===== src/rtl/shift_pkg.sv =====
// shift_pkg: shared funct codes, operation and FIFO entry types for the EX-stage shift unit.
// Build option: define SHIFT_ARITH_EN to enable SRA/SRAV; otherwise they decode as illegal.
package shift_pkg;

    localparam logic [5:0] FUNCT_SLL  = 6'h00;
    localparam logic [5:0] FUNCT_SRL  = 6'h02;
    localparam logic [5:0] FUNCT_SRA  = 6'h03;
    localparam logic [5:0] FUNCT_SLLV = 6'h04;
    localparam logic [5:0] FUNCT_SRLV = 6'h06;
    localparam logic [5:0] FUNCT_SRAV = 6'h07;

`ifdef SHIFT_ARITH_EN
    localparam bit ARITH_EN = 1'b1;
`else
    localparam bit ARITH_EN = 1'b0;
`endif

    typedef enum logic [1:0] {
        OP_LEFT    = 2'd0,
        OP_LRIGHT  = 2'd1,
        OP_ARIGHT  = 2'd2,
        OP_ILLEGAL = 2'd3
    } shift_op_t;

    typedef struct packed {
        logic [31:0] result;
        logic [4:0]  rd;
        logic        illegal;
    } shift_entry_t;

endpackage


===== src/rtl/shift_core.sv =====
// shift_core: combinational barrel shift of value by amount for the decoded operation.
// Ports: value (32b operand), amount (5b), op (shift_op_t), result (32b).
// Illegal operations pass value through unchanged.
module shift_core
    import shift_pkg::*;
(
    input  logic [31:0] value,
    input  logic [4:0]  amount,
    input  shift_op_t   op,
    output logic [31:0] result
);

    always_comb begin
        result = (op == OP_LEFT)   ? (value << amount) :
                 (op == OP_LRIGHT) ? (value >> amount) :
                 (op == OP_ARIGHT) ? 32'($signed(value) >>> amount) :
                 value;
    end

endmodule


===== src/rtl/shift_exec_unit.sv =====
// shift_exec_unit: MIPS EX-stage shift unit with funct decode and a 2-entry result FIFO.
// Ports: clk, reset_n (async active-low), flush (sync squash);
//        in_valid/in_ready with in_funct, in_shamt, in_rs, in_rt, in_rd;
//        out_valid/out_ready with out_result, out_rd, out_illegal.
// Build option: SHIFT_ARITH_EN enables SRA/SRAV sign-fill; undefined makes them illegal.
module shift_exec_unit
    import shift_pkg::*;
#(
    parameter int DEPTH = 2
)
(
    input  logic        clk,
    input  logic        reset_n,
    input  logic        flush,
    input  logic        in_valid,
    output logic        in_ready,
    input  logic [5:0]  in_funct,
    input  logic [4:0]  in_shamt,
    input  logic [31:0] in_rs,
    input  logic [31:0] in_rt,
    input  logic [4:0]  in_rd,
    output logic        out_valid,
    input  logic        out_ready,
    output logic [31:0] out_result,
    output logic [4:0]  out_rd,
    output logic        out_illegal
);

    shift_op_t    op;
    logic [4:0]   amount;
    logic [31:0]  core_result;
    shift_entry_t push_entry;
    shift_entry_t mem [2];
    logic [1:0]   count;
    logic         wr_ptr;
    logic         rd_ptr;
    logic         push;
    logic         pop;
    logic         rs_unused;

    // Only the low five bits of rs form a shift amount.
    assign rs_unused = &{1'b0, in_rs[31:5]};

    always_comb begin
        op = ((in_funct == FUNCT_SLL) || (in_funct == FUNCT_SLLV)) ? OP_LEFT :
             ((in_funct == FUNCT_SRL) || (in_funct == FUNCT_SRLV)) ? OP_LRIGHT :
             ((in_funct == FUNCT_SRA) || (in_funct == FUNCT_SRAV)) ? (ARITH_EN ? OP_ARIGHT : OP_ILLEGAL) :
             OP_ILLEGAL;
        // funct bit 2 distinguishes the variable-amount forms.
        amount = in_funct[2] ? in_rs[4:0] : in_shamt;
    end

    shift_core u_core (
        .value  (in_rt),
        .amount (amount),
        .op     (op),
        .result (core_result)
    );

    assign push_entry = '{result: core_result, rd: in_rd, illegal: (op == OP_ILLEGAL)};

    // in_ready depends only on occupancy, keeping out_ready off the input path.
    assign in_ready  = count < 2'(DEPTH);
    assign out_valid = count != 2'd0;
    assign push      = in_valid && in_ready && !flush;
    assign pop       = out_valid && out_ready;

    assign out_result  = mem[rd_ptr].result;
    assign out_rd      = mem[rd_ptr].rd;
    assign out_illegal = mem[rd_ptr].illegal;

    always_ff @(posedge clk or negedge reset_n) begin
        if (!reset_n) begin
            count  <= 2'd0;
            wr_ptr <= 1'b0;
            rd_ptr <= 1'b0;
            mem[0] <= '0;
            mem[1] <= '0;
        end else if (flush) begin
            count  <= 2'd0;
            wr_ptr <= 1'b0;
            rd_ptr <= 1'b0;
        end else begin
            if (push) begin
                mem[wr_ptr] <= push_entry;
                wr_ptr      <= ~wr_ptr;
            end
            if (pop) rd_ptr <= ~rd_ptr;
            count <= count + 2'(push) - 2'(pop);
        end
    end

endmodule


===== config.mk =====
export PLATFORM = sky130hd
export DESIGN_NAME = shift_exec_unit
export DESIGN_NICKNAME = d
export VERILOG_FILES = /design/src/rtl/shift_pkg.sv /design/src/rtl/shift_core.sv /design/src/rtl/shift_exec_unit.sv
export SDC_FILE = /design/constraint.sdc
export NUM_CORES = 1
export LEC_CHECK = 0
export BUFFER_PORTS_ARGS = -buffer_cell sky130_fd_sc_hd__buf_2
export CAP_MARGIN = 10
export CORE_MARGIN = 1.5
export CORE_UTILIZATION = 30
export CTS_BUF_LIST = sky130_fd_sc_hd__clkbuf_2
export CTS_CLUSTER_DIAMETER = 30
export CTS_CLUSTER_SIZE = 14
export DETAILED_ROUTE_END_ITERATION = 12
export PLACE_DENSITY = 0.51
export SLEW_MARGIN = 20
export SYNTH_ARGS = -nofsm -noshare
export SYNTH_HDL_FRONTEND = slang
export SYNTH_SLANG_ARGS = --single-unit

===== constraint.sdc =====
create_clock -name clk -period 3.2 [get_ports clk]
set_input_delay 0.64 -clock clk [delete_from_list [all_inputs] [get_ports clk]]
set_output_delay 0.64 -clock clk [all_outputs]
set_load 0.005 [all_outputs]

==> results.txt <==
The design draws 4842 µW. The tools report the wire length of the first global-routing pass as 42.62 mm. The logs give 3270 ps for the data arrival time of the critical path and 3640 ps for the required time of the critical path. The run gives 0 as the residual antenna-violating net count after detailed routing.

The maximum cell stage delay along the critical path came out at 360 ps. The floorplan has 56 rows. The logs give 1,300 for the post-route non-filler standard cell count and 0.003936 µW for the standby leakage power.

At the pin with the least slew margin, the transition time is 786.6 ps. The maximum fanout along the worst path was 17. The flow ran to the end, and the final reports show no timing, DRC or antenna violations.

Sequential cells account for 34.9% of the total power. After the first detailed-routing iteration, the DRC count stood at 803. The proportion of total power due to net switching is 37.34%.

Timing would allow up to 353.6 MHz. Number of slew-limit violations in the final report: 0. The reported net switching power is 1808 µW. Cell type of the slowest stage on the worst timing path: sky130_fd_sc_hd__mux4_2.

After synthesis, the netlist uses 61 different library cells. The worst setup slack after placement came out at -128.3 ps. In this run, post-CTS repair resized a total of 0 instances.

The run gives 826 as the gate count after technology mapping. The worst setup path is launched from an input port. The logs give 15.5% for the share of total power in the clock network and 81 for the pin count of the biggest net entering global routing.

The die is 157.3 µm wide. The worst path buffer plus inverter count is 4, and the synthesis warning total is 0. For the number of maximum-capacitance constraint violations, the log shows 0. For this run, global-route usage on met3 was measured as 3.442%. The tools report the number of placed instances with taps included as 1,284. In the synthesized netlist the dominant register cell turns out to be sky130_fd_sc_hd__dfrtp_1. The ratio of routed vias to standard cells is 5.709.

Number of levels in the clock H-tree: 3. The congestion estimate from routability-driven global placement came to 1.035. Global routing consumed, over all layers together, 22.73% of the routing resources.

The detailed-placement wirelength estimate was 21.28 mm. STA classifies the critical path endpoint as a flip-flop. For the final hold violation count, the log shows 0. The layer flagged by global routing as most heavily used is met2.

Summed over all failing endpoints, the final setup total negative slack is 0 ps. The mapped netlist covers 7143 µm². Per report_power, the combinational group accounts for 49.5% of the total. Fraction of registers with async set/reset: 100.0%.

Hold repair after CTS inserted 0 buffers. For met2 alone, demand over resource in global routing was 34.13%. The most frequent cell on the critical path is sky130_fd_sc_hd__buf_4. The synthesized flop and latch total was 80; the initial cell density of the core was 30.52%. In the finished design, the share of the clock period the worst path needs comes to 88.37%.

The number of post-CTS setup repair buffers is 0. In this design, the largest share of critical-path delay is due to multiplexers. Hold timing on the final database bottoms out at a slack of 110.6 ps. The number of antenna violations at the first check in global routing was 1; the total congestion overflow after global routing was 0. Walking the worst path, the cells encountered are buf_2 -> mux2i_4 -> buf_12 -> buf_4 -> mux2i_1 -> mux4_2 -> o22ai_1 -> nor4_1 -> buf_4 -> o221ai_1 -> mux2_2. Across the VDD grid, the largest voltage drop is 0.0002272 V.

The routed layout has 7,422 vias. In this run the tightest slew margin relative to its limit is 46.06%. The logs give 24,740 µm² for the floorplan die area and 520 ps for the clock latency on the worst-skew pair. In this run the tool buffered the top-level ports with 97 buffer cells.

In this run the standard cell core region covers 23,400 µm². 125 I/O pins were placed. The clock period could shrink to 2828 ps. Setup repair after global routing left no endpoint under its margin. For the number of clock sinks, the log shows 80.

The worst register-to-register path begins at count[1]$_DFF_PN0_. Setup violations remaining at the end of the flow were counted as 0. The run gives 3034 µW as the cell internal power dissipation. For met1 alone, demand over resource in global routing was 32.42%. After detailed routing, the average wire length per cell comes to 21.44 µm. The maximum clock path buffer count came out at 2. TritonCTS built the clock tree.

Setup slack closes at 372.1 ps. The number of nets in the layout is 1,063, and the floorplan die height is 157.3 µm. The library cell used most frequently in the layout, excluding fill and tap cells, is sky130_fd_sc_hd__nand2_1. For the proportion of synthesized chip area in sequential cells, the log shows 28.03%.

Summed over all layers, the routed wires come to 27.87 mm. The number of nets handed over by synthesis was 913. The average size of a mapped cell was 8.648 µm²; the number of buffers added by the clock tree synthesis step was 9.

The via count of the first global-routing pass came out at 7,164. In this run the worst setup path begins at in_funct[2]. The clock-pin slew on the worst setup and hold paths is 210 ps. In the layout the commonest cells are sky130_fd_sc_hd__nand2_1 (155), sky130_fd_sc_hd__buf_4 (101), sky130_fd_sc_hd__buf_2 (96). The logs give 24.02 ps for the post-route clock skew and 7 for the number of optimization iterations in the first detailed-route pass.

The setup slack of the most critical reg-to-reg path is 1200 ps, and the final routed DRC violation total is 0. The CTS root buffer is sky130_fd_sc_hd__clkbuf_2. The power per standard cell area was 552.5 nW/µm².

Yosys mapped a number of flops with a built-in enable equal to 0. Classification of the worst-slack hold path: input port to asynchronous set/reset pin. Relative to the synthesized area, the layout overhead comes to 22.68%.

Start-to-end type of the worst setup path: input port to flip-flop. Cells with a size suffix above 1 make up 30.92% of the layout.
layout make-up:
type / count / area (µm²)
Fill cell: 2491 / 14640
Clock buffer: 9 / 45.04
Multi-Input combinational cell: 679 / 4837
Tap cell: 319 / 399.1
Antenna cell: 1 / 2.502
Clock inverter: 6 / 132.6
Timing Repair Buffer: 202 / 1330
Sequential cell: 80 / 2002
Inverter: 4 / 15.01
state kept, by name, summed over array words and instances, names as in the netlist:
name	cells
wr_ptr	1
mem	76
rd_ptr	1
count	2
power groups by stage:
stage	clock network (µW)	registers, µW	logic [µW]
finish	752	1690	2400
global route	817	1760	2650
CTS	786	1700	2410
detailed placement	0	1730	2400
global placement	0	1710	2400
floorplan	0	1660	1440
worst register-to-register path, cell delays in order, from the launching register on:
cell,delay [ps]
sky130_fd_sc_hd__dfrtp_1,440
sky130_fd_sc_hd__nor2b_1,200
sky130_fd_sc_hd__nor2b_1,330
sky130_fd_sc_hd__inv_1,110
sky130_fd_sc_hd__ha_1,290
sky130_fd_sc_hd__inv_1,40
sky130_fd_sc_hd__ha_1,170
sky130_fd_sc_hd__xnor2_1,160
sky130_fd_sc_hd__xnor2_1,130
sky130_fd_sc_hd__nor2_1,50
synth_stat cells (3+ instances only):
| master | n | area [µm²] |
|---|---|---|
| sky130_fd_sc_hd__a211oi_1 | 5 | 37.54 |
| sky130_fd_sc_hd__a21oi_1 | 29 | 145.1 |
| sky130_fd_sc_hd__a221o_1 | 3 | 30.03 |
| sky130_fd_sc_hd__a22o_1 | 4 | 35.03 |
| sky130_fd_sc_hd__a22oi_1 | 16 | 120.1 |
| sky130_fd_sc_hd__a31oi_1 | 9 | 56.30 |
| sky130_fd_sc_hd__a32oi_1 | 12 | 105.1 |
| sky130_fd_sc_hd__and2_1 | 5 | 31.28 |
| sky130_fd_sc_hd__and3_1 | 4 | 25.02 |
| sky130_fd_sc_hd__buf_1 | 3 | 11.26 |
| sky130_fd_sc_hd__buf_2 | 18 | 90.09 |
| sky130_fd_sc_hd__buf_4 | 4 | 30.03 |
| sky130_fd_sc_hd__buf_6 | 6 | 67.56 |
| sky130_fd_sc_hd__clkbuf_1 | 32 | 120.1 |
| sky130_fd_sc_hd__dfrtp_1 | 80 | 2002 |
| sky130_fd_sc_hd__inv_1 | 4 | 15.01 |
| sky130_fd_sc_hd__mux2_2 | 48 | 540.5 |
| sky130_fd_sc_hd__mux2i_1 | 94 | 940.9 |
| sky130_fd_sc_hd__mux4_2 | 25 | 563.0 |
| sky130_fd_sc_hd__nand2_1 | 156 | 585.6 |
| sky130_fd_sc_hd__nand2b_1 | 4 | 25.02 |
| sky130_fd_sc_hd__nand3_1 | 30 | 150.1 |
| sky130_fd_sc_hd__nor2_1 | 56 | 210.2 |
| sky130_fd_sc_hd__nor2b_1 | 4 | 25.02 |
| sky130_fd_sc_hd__nor3_1 | 19 | 95.09 |
| sky130_fd_sc_hd__nor3b_1 | 3 | 22.52 |
| sky130_fd_sc_hd__o211ai_1 | 8 | 60.06 |
| sky130_fd_sc_hd__o21ai_0 | 61 | 305.3 |
| sky130_fd_sc_hd__o21ai_1 | 7 | 35.03 |
| sky130_fd_sc_hd__o221ai_1 | 12 | 105.1 |
| sky130_fd_sc_hd__o22ai_1 | 18 | 112.6 |
| sky130_fd_sc_hd__o31ai_1 | 6 | 45.04 |
| sky130_fd_sc_hd__xnor2_1 | 4 | 35.03 |
through the flow:
| stage | cell area (µm²) | utilization, % |
|---|---|---|
| after global placement | 8579 | 36.66 |
| after CTS | 8757 | 37.42 |
| final | 8763 | 37.45 |
| after detailed placement | 8579 | 36.66 |
| after floorplan | 7143 | - |
| after global routing | 8763 | 37.45 |
cells by family (layout without fill, tap and decap cells):
kind of cell	after synthesis	after routing	synth area share, %
AOI/OAI and AO/OA	208	208	18.99
xor gates and xnor gates	4	4	0.4904
adders and majority gates	2	2	0.3503
buffers and inverters	67	221	4.677
DFF	80	80	28.03
muxes	171	171	29.71
other	0	1	0
and+or+nand+nor	294	294	17.76
worst paths after layout:
check	to	cells after the start
setup / recovery	mem[52]$_DFFE_PN0P_	11
hold / removal	mem[35]$_DFFE_PN0P_	1
setup reg to reg	count[1]$_DFF_PN0_	9
hold reg to reg	mem[22]$_DFFE_PN0P_	2
max in group asynchronous	mem[39]$_DFFE_PN0P_	1
min in group clk	mem[2]$_DFFE_PN0P_	3
layer usage:
layer | part of all wire [%] | wire [µm]
met5 | 0 | 0
met4 | 3.5 | 980
met1 | 45 | 12600
met2 | 43 | 12030
met3 | 8.1 | 2260
No activity file was read; power rests on OpenSTA's default activity.
